===== src/rtl/multicycle_control_pkg.sv =====
// Shared definitions for the multicycle MIPS controller: state encodings,
// opcode/funct constants, ALU op codes and datapath select encodings.
package multicycle_control_pkg;

    typedef enum logic [3:0] {
        S_FETCH      = 4'd0,
        S_DECODE     = 4'd1,
        S_EX_R       = 4'd2,
        S_EX_I       = 4'd3,
        S_EX_MEMADDR = 4'd4,
        S_MEM_LW     = 4'd5,
        S_MEM_SW     = 4'd6,
        S_WB_ALU     = 4'd7,
        S_WB_LW      = 4'd8,
        S_EX_BEQ     = 4'd9,
        S_EX_JALR    = 4'd10,
        S_HALT       = 4'd11
    } state_e;

    localparam logic [5:0] OP_OTHER0 = 6'h00;
    localparam logic [5:0] OP_ADDI   = 6'h08;
    localparam logic [5:0] OP_LW     = 6'h23;
    localparam logic [5:0] OP_SW     = 6'h2b;
    localparam logic [5:0] OP_BEQ    = 6'h04;

    localparam logic [5:0] OP0_ADD  = 6'h20;
    localparam logic [5:0] OP0_SUB  = 6'h22;
    localparam logic [5:0] OP0_AND  = 6'h24;
    localparam logic [5:0] OP0_OR   = 6'h25;
    localparam logic [5:0] OP0_NOR  = 6'h27;
    localparam logic [5:0] OP0_XOR  = 6'h26;
    localparam logic [5:0] OP0_JALR = 6'h09;

    localparam logic [2:0] ALU_ADD = 3'd2;
    localparam logic [2:0] ALU_SUB = 3'd3;
    localparam logic [2:0] ALU_AND = 3'd4;
    localparam logic [2:0] ALU_OR  = 3'd5;
    localparam logic [2:0] ALU_NOR = 3'd6;
    localparam logic [2:0] ALU_XOR = 3'd7;

    localparam logic [1:0] REG_DST_RT = 2'd0;
    localparam logic [1:0] REG_DST_RD = 2'd1;
    localparam logic [1:0] REG_DST_RA = 2'd2;

    localparam logic [1:0] MTR_ALUOUT = 2'd0;
    localparam logic [1:0] MTR_MDR    = 2'd1;
    localparam logic [1:0] MTR_PC     = 2'd2;

    localparam logic [1:0] SRCB_B      = 2'd0;
    localparam logic [1:0] SRCB_FOUR   = 2'd1;
    localparam logic [1:0] SRCB_IMM    = 2'd2;
    localparam logic [1:0] SRCB_IMM_SH = 2'd3;

    localparam logic [1:0] PCSRC_ALU    = 2'd0;
    localparam logic [1:0] PCSRC_ALUOUT = 2'd1;
    localparam logic [1:0] PCSRC_A      = 2'd2;

    typedef enum logic [2:0] {
        CLS_RTYPE,
        CLS_ADDI,
        CLS_LW,
        CLS_SW,
        CLS_BEQ,
        CLS_JALR,
        CLS_ILLEGAL
    } instr_class_e;

    typedef struct packed {
        logic       mem_read;
        logic       mem_write;
        logic       iord;
        logic       reg_write;
        logic [1:0] reg_dst;
        logic [1:0] mem_to_reg;
        logic       alu_src_a;
        logic [1:0] alu_src_b;
        logic [2:0] alu_op;
        logic [1:0] pc_source;
        logic       pc_jump;
    } ctrl_t;

endpackage


===== src/rtl/instr_class_decode.sv =====
// Combinational opcode/funct classifier; also yields the R-type ALU op.
module instr_class_decode
    import multicycle_control_pkg::*;
(
    input  logic [5:0]   opcode,
    input  logic [5:0]   funct,
    output instr_class_e instr_class,
    output logic [2:0]   r_alu_op,
    output logic         illegal
);

    always_comb begin
        instr_class = CLS_ILLEGAL;
        r_alu_op    = ALU_ADD;
        case (opcode)
            OP_OTHER0: begin
                case (funct)
                    OP0_ADD:  begin instr_class = CLS_RTYPE; r_alu_op = ALU_ADD; end
                    OP0_SUB:  begin instr_class = CLS_RTYPE; r_alu_op = ALU_SUB; end
                    OP0_AND:  begin instr_class = CLS_RTYPE; r_alu_op = ALU_AND; end
                    OP0_OR:   begin instr_class = CLS_RTYPE; r_alu_op = ALU_OR;  end
                    OP0_NOR:  begin instr_class = CLS_RTYPE; r_alu_op = ALU_NOR; end
                    OP0_XOR:  begin instr_class = CLS_RTYPE; r_alu_op = ALU_XOR; end
                    OP0_JALR: instr_class = CLS_JALR;
                    default:  instr_class = CLS_ILLEGAL;
                endcase
            end
            OP_ADDI: instr_class = CLS_ADDI;
            OP_LW:   instr_class = CLS_LW;
            OP_SW:   instr_class = CLS_SW;
            OP_BEQ:  instr_class = CLS_BEQ;
            default: instr_class = CLS_ILLEGAL;
        endcase
    end

    assign illegal = (instr_class == CLS_ILLEGAL);

endmodule


===== src/rtl/multicycle_control.sv =====
// Multicycle MIPS control FSM with memory-ready stalls, sticky illegal
// instruction halt and a retired-instruction counter.
module multicycle_control
    import multicycle_control_pkg::*;
(
    input  logic        clk,
    input  logic        reset,
    input  logic [5:0]  opcode,
    input  logic [5:0]  funct,
    input  logic        zero,
    input  logic        mem_ready,
    output logic        pc_write,
    output logic        ir_write,
    output logic        iord,
    output logic        mem_read,
    output logic        mem_write,
    output logic        reg_write,
    output logic [1:0]  reg_dst,
    output logic [1:0]  mem_to_reg,
    output logic        alu_src_a,
    output logic [1:0]  alu_src_b,
    output logic [2:0]  alu_op,
    output logic [1:0]  pc_source,
    output logic        halted,
    output logic [31:0] retired
);

    state_e       state_q, state_n;
    ctrl_t        ctrl_q, ctrl_n;
    logic         halted_q;
    logic [31:0]  retired_q;
    instr_class_e instr_class;
    logic [2:0]   r_alu_op;
    logic         illegal;
    logic         fetch_done;

    instr_class_decode u_decode (
        .opcode      (opcode),
        .funct       (funct),
        .instr_class (instr_class),
        .r_alu_op    (r_alu_op),
        .illegal     (illegal)
    );

    // Moore-style controls for state s; outputs are registered off the next state.
    function automatic ctrl_t ctrl_for(input state_e s, input logic wb_rd, input logic [2:0] r_op);
        ctrl_t c;
        c = '0;
        case (s)
            S_FETCH: begin
                c.mem_read  = 1'b1;
                c.alu_src_b = SRCB_FOUR;
                c.alu_op    = ALU_ADD;
                c.pc_source = PCSRC_ALU;
            end
            S_DECODE: begin
                c.alu_src_b = SRCB_IMM_SH;
                c.alu_op    = ALU_ADD;
            end
            S_EX_R: begin
                c.alu_src_a = 1'b1;
                c.alu_src_b = SRCB_B;
                c.alu_op    = r_op;
            end
            S_EX_I, S_EX_MEMADDR: begin
                c.alu_src_a = 1'b1;
                c.alu_src_b = SRCB_IMM;
                c.alu_op    = ALU_ADD;
            end
            S_WB_ALU: begin
                c.reg_write  = 1'b1;
                c.mem_to_reg = MTR_ALUOUT;
                c.reg_dst    = wb_rd ? REG_DST_RD : REG_DST_RT;
            end
            S_MEM_LW: begin
                c.mem_read = 1'b1;
                c.iord     = 1'b1;
            end
            S_MEM_SW: begin
                c.mem_write = 1'b1;
                c.iord      = 1'b1;
            end
            S_WB_LW: begin
                c.reg_write  = 1'b1;
                c.reg_dst    = REG_DST_RT;
                c.mem_to_reg = MTR_MDR;
            end
            S_EX_BEQ: begin
                c.alu_src_a = 1'b1;
                c.alu_src_b = SRCB_B;
                c.alu_op    = ALU_SUB;
                c.pc_source = PCSRC_ALUOUT;
            end
            S_EX_JALR: begin
                c.reg_write  = 1'b1;
                c.reg_dst    = REG_DST_RA;
                c.mem_to_reg = MTR_PC;
                c.pc_jump    = 1'b1;
                c.pc_source  = PCSRC_A;
            end
            default: c = '0;
        endcase
        return c;
    endfunction

    always_comb begin
        state_n = state_q;
        case (state_q)
            S_FETCH:  if (mem_ready) state_n = S_DECODE;
            S_DECODE: begin
                if (illegal) begin
                    state_n = S_HALT;
                end else begin
                    case (instr_class)
                        CLS_RTYPE:      state_n = S_EX_R;
                        CLS_ADDI:       state_n = S_EX_I;
                        CLS_LW, CLS_SW: state_n = S_EX_MEMADDR;
                        CLS_BEQ:        state_n = S_EX_BEQ;
                        CLS_JALR:       state_n = S_EX_JALR;
                        default:        state_n = S_HALT;
                    endcase
                end
            end
            S_EX_R, S_EX_I: state_n = S_WB_ALU;
            S_EX_MEMADDR:   state_n = (instr_class == CLS_SW) ? S_MEM_SW : S_MEM_LW;
            S_MEM_LW:       if (mem_ready) state_n = S_WB_LW;
            S_MEM_SW:       if (mem_ready) state_n = S_FETCH;
            S_WB_ALU, S_WB_LW, S_EX_BEQ, S_EX_JALR: state_n = S_FETCH;
            S_HALT:         state_n = S_HALT;
            default:        state_n = S_FETCH;
        endcase
        ctrl_n = ctrl_for(state_n, state_q == S_EX_R, r_alu_op);
    end

    always_ff @(posedge clk or negedge reset) begin
        if (!reset) begin
            state_q   <= S_FETCH;
            ctrl_q    <= ctrl_for(S_FETCH, 1'b0, ALU_ADD);
            halted_q  <= 1'b0;
            retired_q <= '0;
        end else begin
            state_q  <= state_n;
            ctrl_q   <= ctrl_n;
            halted_q <= halted_q | (state_n == S_HALT);
            if (state_q != S_FETCH && state_n == S_FETCH)
                retired_q <= retired_q + 32'd1;
        end
    end

    // Fetch completion and the beq decision are Mealy; reset gates the fetch strobes.
    assign fetch_done = (state_q == S_FETCH) && mem_ready && reset;
    assign ir_write   = fetch_done;
    assign pc_write   = fetch_done | ((state_q == S_EX_BEQ) && zero) | ctrl_q.pc_jump;

    assign iord       = ctrl_q.iord;
    assign mem_read   = ctrl_q.mem_read;
    assign mem_write  = ctrl_q.mem_write;
    assign reg_write  = ctrl_q.reg_write;
    assign reg_dst    = ctrl_q.reg_dst;
    assign mem_to_reg = ctrl_q.mem_to_reg;
    assign alu_src_a  = ctrl_q.alu_src_a;
    assign alu_src_b  = ctrl_q.alu_src_b;
    assign alu_op     = ctrl_q.alu_op;
    assign pc_source  = ctrl_q.pc_source;
    assign halted     = halted_q;
    assign retired    = retired_q;

endmodule


===== config.mk =====
export PLATFORM = sky130hd
export DESIGN_NAME = multicycle_control
export DESIGN_NICKNAME = d
export VERILOG_FILES = /design/src/rtl/multicycle_control_pkg.sv /design/src/rtl/instr_class_decode.sv /design/src/rtl/multicycle_control.sv
export SDC_FILE = /design/constraint.sdc
export NUM_CORES = 1
export LEC_CHECK = 0
export ABC_AREA = 0
export CORE_MARGIN = 2
export CORE_UTILIZATION = 42
export DETAILED_ROUTE_END_ITERATION = 10
export HOLD_SLACK_MARGIN = 0.05
export PLACE_DENSITY = 0.65
export SYNTH_ARGS = -nofsm -noshare
export SYNTH_HDL_FRONTEND = slang
export SYNTH_HIERARCHICAL = 1
export SYNTH_SLANG_ARGS = --single-unit

===== constraint.sdc =====
create_clock -name clk -period 3.3 [get_ports clk]
set_clock_uncertainty 0.1 [all_clocks]
set_input_delay 0.66 -clock clk [delete_from_list [all_inputs] [get_ports clk]]
set_output_delay 0.66 -clock clk [all_outputs]
set_load 0.02 [all_outputs]

Word level (Yosys, flattened, before mapping)
Cells that the tools add are included.
- register bits: 54
- input bits: 16
- output and inout port bits: 51
- word-level logic and storage cells: 90
- $add $sub $neg: 1
- equality and inequality tests: 36
- multiplexer cells: 20
- bitwise logic cells: 3
- reductions and logical operators: 16
- operator list (kind ; count):
    6-bit == test, second input constant ; 8
    32-bit by 1-bit adder with 32-bit output, second input constant ; 1
    3-bit one-hot mux with 5 select lines ; 2
    4-bit by 3-bit == test with 1-bit output, second input constant ; 7
    4-bit one-hot mux with 7 select lines ; 1
    5-bit one-hot mux with 5 select lines ; 1
    4-bit == test, second input constant ; 6
    4-bit one-hot mux with 5 select lines ; 1
    4-bit by 2-bit == test with 1-bit output, second input constant ; 4
    4-bit two-way mux ; 4
    5-bit one-hot mux with 3 select lines ; 1
    6-bit by 4-bit == test with 1-bit output, second input constant ; 2
    2-bit OR reduction ; 5
    3-bit == test, second input constant ; 3
    4-bit by 1-bit == test with 1-bit output, second input constant ; 2
    4-bit logical NOT ; 2
    3-bit by 2-bit == test with 1-bit output, second input constant ; 2
    6-bit by 3-bit == test with 1-bit output, second input constant ; 1
    6-bit logical NOT ; 1
    1-bit two-way mux ; 6
    3-bit one-hot mux with 2 select lines ; 1
    6-bit OR reduction ; 1
    1-bit logical AND ; 4
    2-bit one-hot mux with 2 select lines ; 1
    7 further kinds ; 9

Logic depth before layout (Yosys ltp)
Gate-level depths: netlist of the first run.
- depth in word-level cells: 12
- mapped depth: 10
- gate-level depth less buffers: 9

Modules after synthesis
Netlist of the first run, hierarchy kept.
- modules (own cells, without submodules) (module ; instances ; cells each ; area each (µm²) ; seq. area each (µm²)):
    multicycle_control ; 1 ; 246 ; 2698.8 ; 1330.0
    instr_class_decode ; 1 ; 28 ; 195.2 ; 0.0

Worst setup path before layout of the first run
No wires, ideal clock.
- path type: input -> register
- from: input funct[4]
- to: register retired_q[1], in the netlist retired[1]
- library setup time: 0.128 ns
- data arrival time: 2.999 ns
- data required time: 3.072 ns
- path slack: 0.073 ns
- stages: 10
- path buffers: 1
- cells stage by stage: or3b_2 > o22ai_1 > o21ai_1 > nor4b_1 > nor3b_1 > a211oi_4 > and3_4 > buf_6 > nand2_2 > mux2_1
- cells in the longest elaborated chain, start to end: 11
- elaborated cells on any way between the ends: 24
- those cells by class: eq/ne (13); mux (6); reduce/logical (5)
- RTL lines (what ; RTL line ; text):
    start: declaration ; multicycle_control.sv:9 ; input logic [5:0] funct,
    6-bit == test ; instr_class_decode.sv:17 ; case (funct)
    6-bit OR reduction (no line) ; - ;
    3-bit one-hot mux with 2 select lines * ; instr_class_decode.sv:17 ;
    3-bit one-hot mux with 5 select lines * ; instr_class_decode.sv:15 ; case (opcode)
    via instr_class[1] ; multicycle_control.sv:32 ; instr_class_e instr_class;
    3-bit by 2-bit == test with 1-bit output, on equally long branches ; multicycle_control.sv:114, multicycle_control.sv:125 ;
    2-bit OR reduction ; multicycle_control.sv:114 ; case (instr_class)
    4-bit one-hot mux with 5 select lines ; multicycle_control.sv:114 ;
    4-bit two-way mux ; multicycle_control.sv:111 ; if (illegal) begin
    4-bit one-hot mux with 7 select lines * ; multicycle_control.sv:108 ; case (state_q)
    4-bit logical NOT * ; multicycle_control.sv:145 ; if (state_q != S_FETCH && state_n == S_FETCH)
    1-bit logical AND * ; multicycle_control.sv:145 ;
    end signal: assignment ; multicycle_control.sv:146 ; retired_q <= retired_q + 32'd1;
    end: declaration ; multicycle_control.sv:31 ; logic [31:0] retired_q;
Mark *: on every way through the listed nets, which the timed path passes. The rest lies on a longest branch.
A chain may end at the register's enable or synchronous reset.

Final worst setup path of the first run
- from: input opcode[2]
- to: register retired_q[1], in the netlist retired[1]
- cells in the longest elaborated chain, start to end: 9
- elaborated cells on any way between the ends: 20
- those cells by class: eq/ne (10); mux (5); reduce/logical (5)
- RTL lines (what ; RTL line ; text):
    start: declaration ; multicycle_control.sv:8 ; input logic [5:0] opcode,
    6-bit by 3-bit == test with 1-bit output (tied with other cells) ; instr_class_decode.sv:15 ;
    3-bit one-hot mux with 5 select lines * ; instr_class_decode.sv:15 ;
    via instr_class[1] ; multicycle_control.sv:32 ;
    3-bit by 2-bit == test with 1-bit output, on equally long branches ; multicycle_control.sv:114, multicycle_control.sv:125 ;
    2-bit OR reduction ; multicycle_control.sv:114 ;
    4-bit one-hot mux with 5 select lines ; multicycle_control.sv:114 ;
    4-bit two-way mux ; multicycle_control.sv:111 ;
    4-bit one-hot mux with 7 select lines * ; multicycle_control.sv:108 ;
    4-bit logical NOT * ; multicycle_control.sv:145 ;
    1-bit logical AND * ; multicycle_control.sv:145 ;
Marked as above.

==> results.py, run 1 <==
metrics = {
    "routing": {
        "num_vias": 2352,
        "drtPass1Iterations": 4,
        "drtAntennaViolNets": 0,
        "vias_per_cell": 5.333,
        "post_drt_wl_per_cell_um": 15.32,
        "drc_errors": 0,
        "drt_iter0_markers": 143,
        "routed_wl_um": 6755,
    },
    "layout": {
        "regArea_um2": 1330,
        "num_antenna_cells": 0,
        "final_cell_area_um2": 4149,
        "drive_gt1_share_pct": 24.10,
        "num-fill-cells": 538,
        "areaGrowthSynthToFinish_pct": 43.36,
        "largest_reg_flops": 32,
        "multiInputGateArea_um2": 1602,
        "fin_nets": 377,
    },
    "timing": {
        "tightest_slew_ps": 679.0,
        "post-route-min-period_ps": 3221,
        "post-route-period-util_pct": 97.59,
        "whs_ps": 378.7,
        "finalHoldViolations": 0,
        "setup_tns_ps": 0,
        "slew_violations": 0,
        "timing.fmax_mhz": 310.5,
        "setup_viol_count_final": 0,
        "relSlewSlack_pct": 54.31,
    },
    "placement": {
        "placed_area_um2": 3720,
        "gp_congestion": 0.8086,
        "numPortBuffers": 66,
        "place_hpwl_um": 4676,
    },
    "synth": {
        "synthTopCellsByCount": "dfrtp_1, nand2_1, xnor2_1",
        "async_reset_ff_share_pct": 100.0,
        "yosysMostFrequentCell": "dfrtp_1",
        "yosys_warnings": 6,
        "ys.flop_type": "dfrtp_1",
        "yosysTopAreaCellShare_pct": 43.23,
        "syn_nets": 291,
        "yosysTopAreaCell": "dfrtp_1",
        "ys_seq_area_share_pct": 45.96,
        "synth_cell_type_count": 65,
        "synthesis.area_um2": 2894,
        "ys_ff_latch": 53,
        "synth_edf_count": 0,
        "synth.area.top_cells": "dfrtp_1, xnor2_1, buf_4",
        "netlist_instances": 274,
        "avgSynthCellArea_um2": 10.56,
    },
    "setup_path": {
        "startpoint_type": "primary input",
        "critical_path_required_ps": 3390,
        "cp.arrival_ps": 3310,
        "crit_path_end_kind": "flop",
        "worstPathMaxFanout": 6,
        "critPathKind": "primary input to flop",
    },
    "cts": {
        "clock_tree.root_cell": "clkbuf_8",
        "tritoncts": "done",
        "cts.hold.buffers_added": 0,
        "cts_num_sinks": 53,
        "cts_max_path_buffers": 2,
        "clk_pin_slew_ps": 90,
        "htree_levels": 2,
        "clock_latency_ps": 300,
        "cts_made_buffers": 5,
    },
    "pwr": {
        "power_density_nw_per_um2": 703.9,
        "p_leak_uw": 0.001808,
        "peakVddDrop_v": 0.0006063,
    },
    "grt": {
        "grt_pass1_wl_um": 10760,
        "grt_pass1_vias": 2248,
        "antenna_found_initial": 0,
        "grtUsageTotal_pct": 17.88,
        "grt_max_degree": 54,
        "grt-ovfl-total": 0,
    },
    "die": {
        "die-height_um": 87.01,
        "start_util_pct": 43.07,
        "num_rows": 30,
        "fp.dieW_um": 87.01,
        "boundaryPins": 67,
        "core_region_area_um2": 6719,
        "dieArea_um2": 7571,
    },
    "hold_path": {
        "worstHoldPathType": "primary input to asynchronous set/reset pin",
    },
    "flow_run": {
        "max_cap_violations": 0,
    },
    "outcome": {
        "outcome": "complete, no violations",
    },
}
layer usage:
layer  vias up  GRT usage, %  part of all wire (%)
met5         -             0                     0
met1      1141         25.02                    47
met3         6         4.076                   5.0
li1       1146             -                     -
met2        59         28.04                    47
met4         0         4.688                  0.87
what timing repair did:
item / in CTS / in global routing
setup endpoints to repair: 32 / 38
pin swaps: 3 / 20
resized for setup: 24 / 26
buffers inserted: 0 / 3
gates cloned: 0 / 1
worst paths after layout:
path | to | slack (ps) | depth (start not counted) | from
max | retired[1] | 80 | 10 | opcode[2]
min | mem_write | 380 | 2 | reset
max reg2reg | retired[31] | 700 | 7 | state_q[3]
min reg2reg | retired[31] | 380 | 1 | retired[31]
max in group asynchronous | retired[0] | 2280 | 2 | reset
min in group clk | retired[31] | 380 | 1 | retired[31]
report_power, final:
group / internal (µW) / switching [µW] / total, µW / leakage [µW]
Combinational: 748 / 808 / 1560 / 0.00107
Clock: 227 / 214 / 441 / 0.0000543
Sequential: 791 / 134 / 924 / 0.000683
logic make-up (layout without fill, tap and decap cells):
family	count (synthesis)	in the layout	share of synthesized area [%]
flops	53	53	45.96
xor+xnor	31	31	9.642
compound gates	23	23	6.831
simple gates	134	134	29.14
fa+ha+maj	2	2	0.7782
mux	3	3	1.081
buf+inv	28	115	6.571
through the flow:
step | total power [µW] | worst slack (ps) | utilization (%) | std cells
after floorplan | 1793 | 73.05 | - | 274
after global placement | 2297 | -379.0 | 55.36 | 429
after detailed placement | 2295 | -585.9 | 55.36 | 429
after CTS | 2838 | 1.660 | 59.35 | 437
after global routing | 3091 | -24.25 | 61.75 | 441
final | 2921 | 79.42 | 61.75 | 441
placed cells by master, fill, tap and decap left out, types with 6 or more instances in the layout:
master and n:
xor2_1 9, buf_4 28, nand2_1 21, nor2_1 11, nand4_1 12, xnor2_1 21
and3_1 13, nand3_1 17, dlymetal6s2s_1 11, nor4_4 6, clkdlybuf4s50_1 54, inv_1 7
dfrtp_1 50
cell type report:
type	count	area share [%]
multi-input combinational	193	38.60
sequential	53	32.06
timing repair buffer	99	23.43
tap	80	2.413
clock buffer	5	1.659
clock inverter	3	1.116
inverter	8	0.7238
worst max-delay path, cell delays in order:
cell	delay (ps)
clkdlybuf4s50_1	430
or3_4	350
or2_4	260
o21ai_4	220
and2b_1	210
o211ai_1	240
o311a_4	270
and3_4	260
nand2_2	80
mux2_1	320
Power figures use the tool's default switching activity.
==> run 2: changes to the inputs <==
--- a/config.mk
+++ b/config.mk
@@ -8,9 +8,11 @@
 export ABC_AREA = 0
 export CORE_MARGIN = 2
 export CORE_UTILIZATION = 42
+export CTS_CLUSTER_DIAMETER = 60
 export DETAILED_ROUTE_END_ITERATION = 10
 export HOLD_SLACK_MARGIN = 0.05
 export PLACE_DENSITY = 0.65
+export SLEW_MARGIN = 20
 export SYNTH_ARGS = -nofsm -noshare
 export SYNTH_HDL_FRONTEND = slang
 export SYNTH_HIERARCHICAL = 1
==> results of run 2 <==
Same layout as run 1: the final DEF is identical, and so are final timing and power.
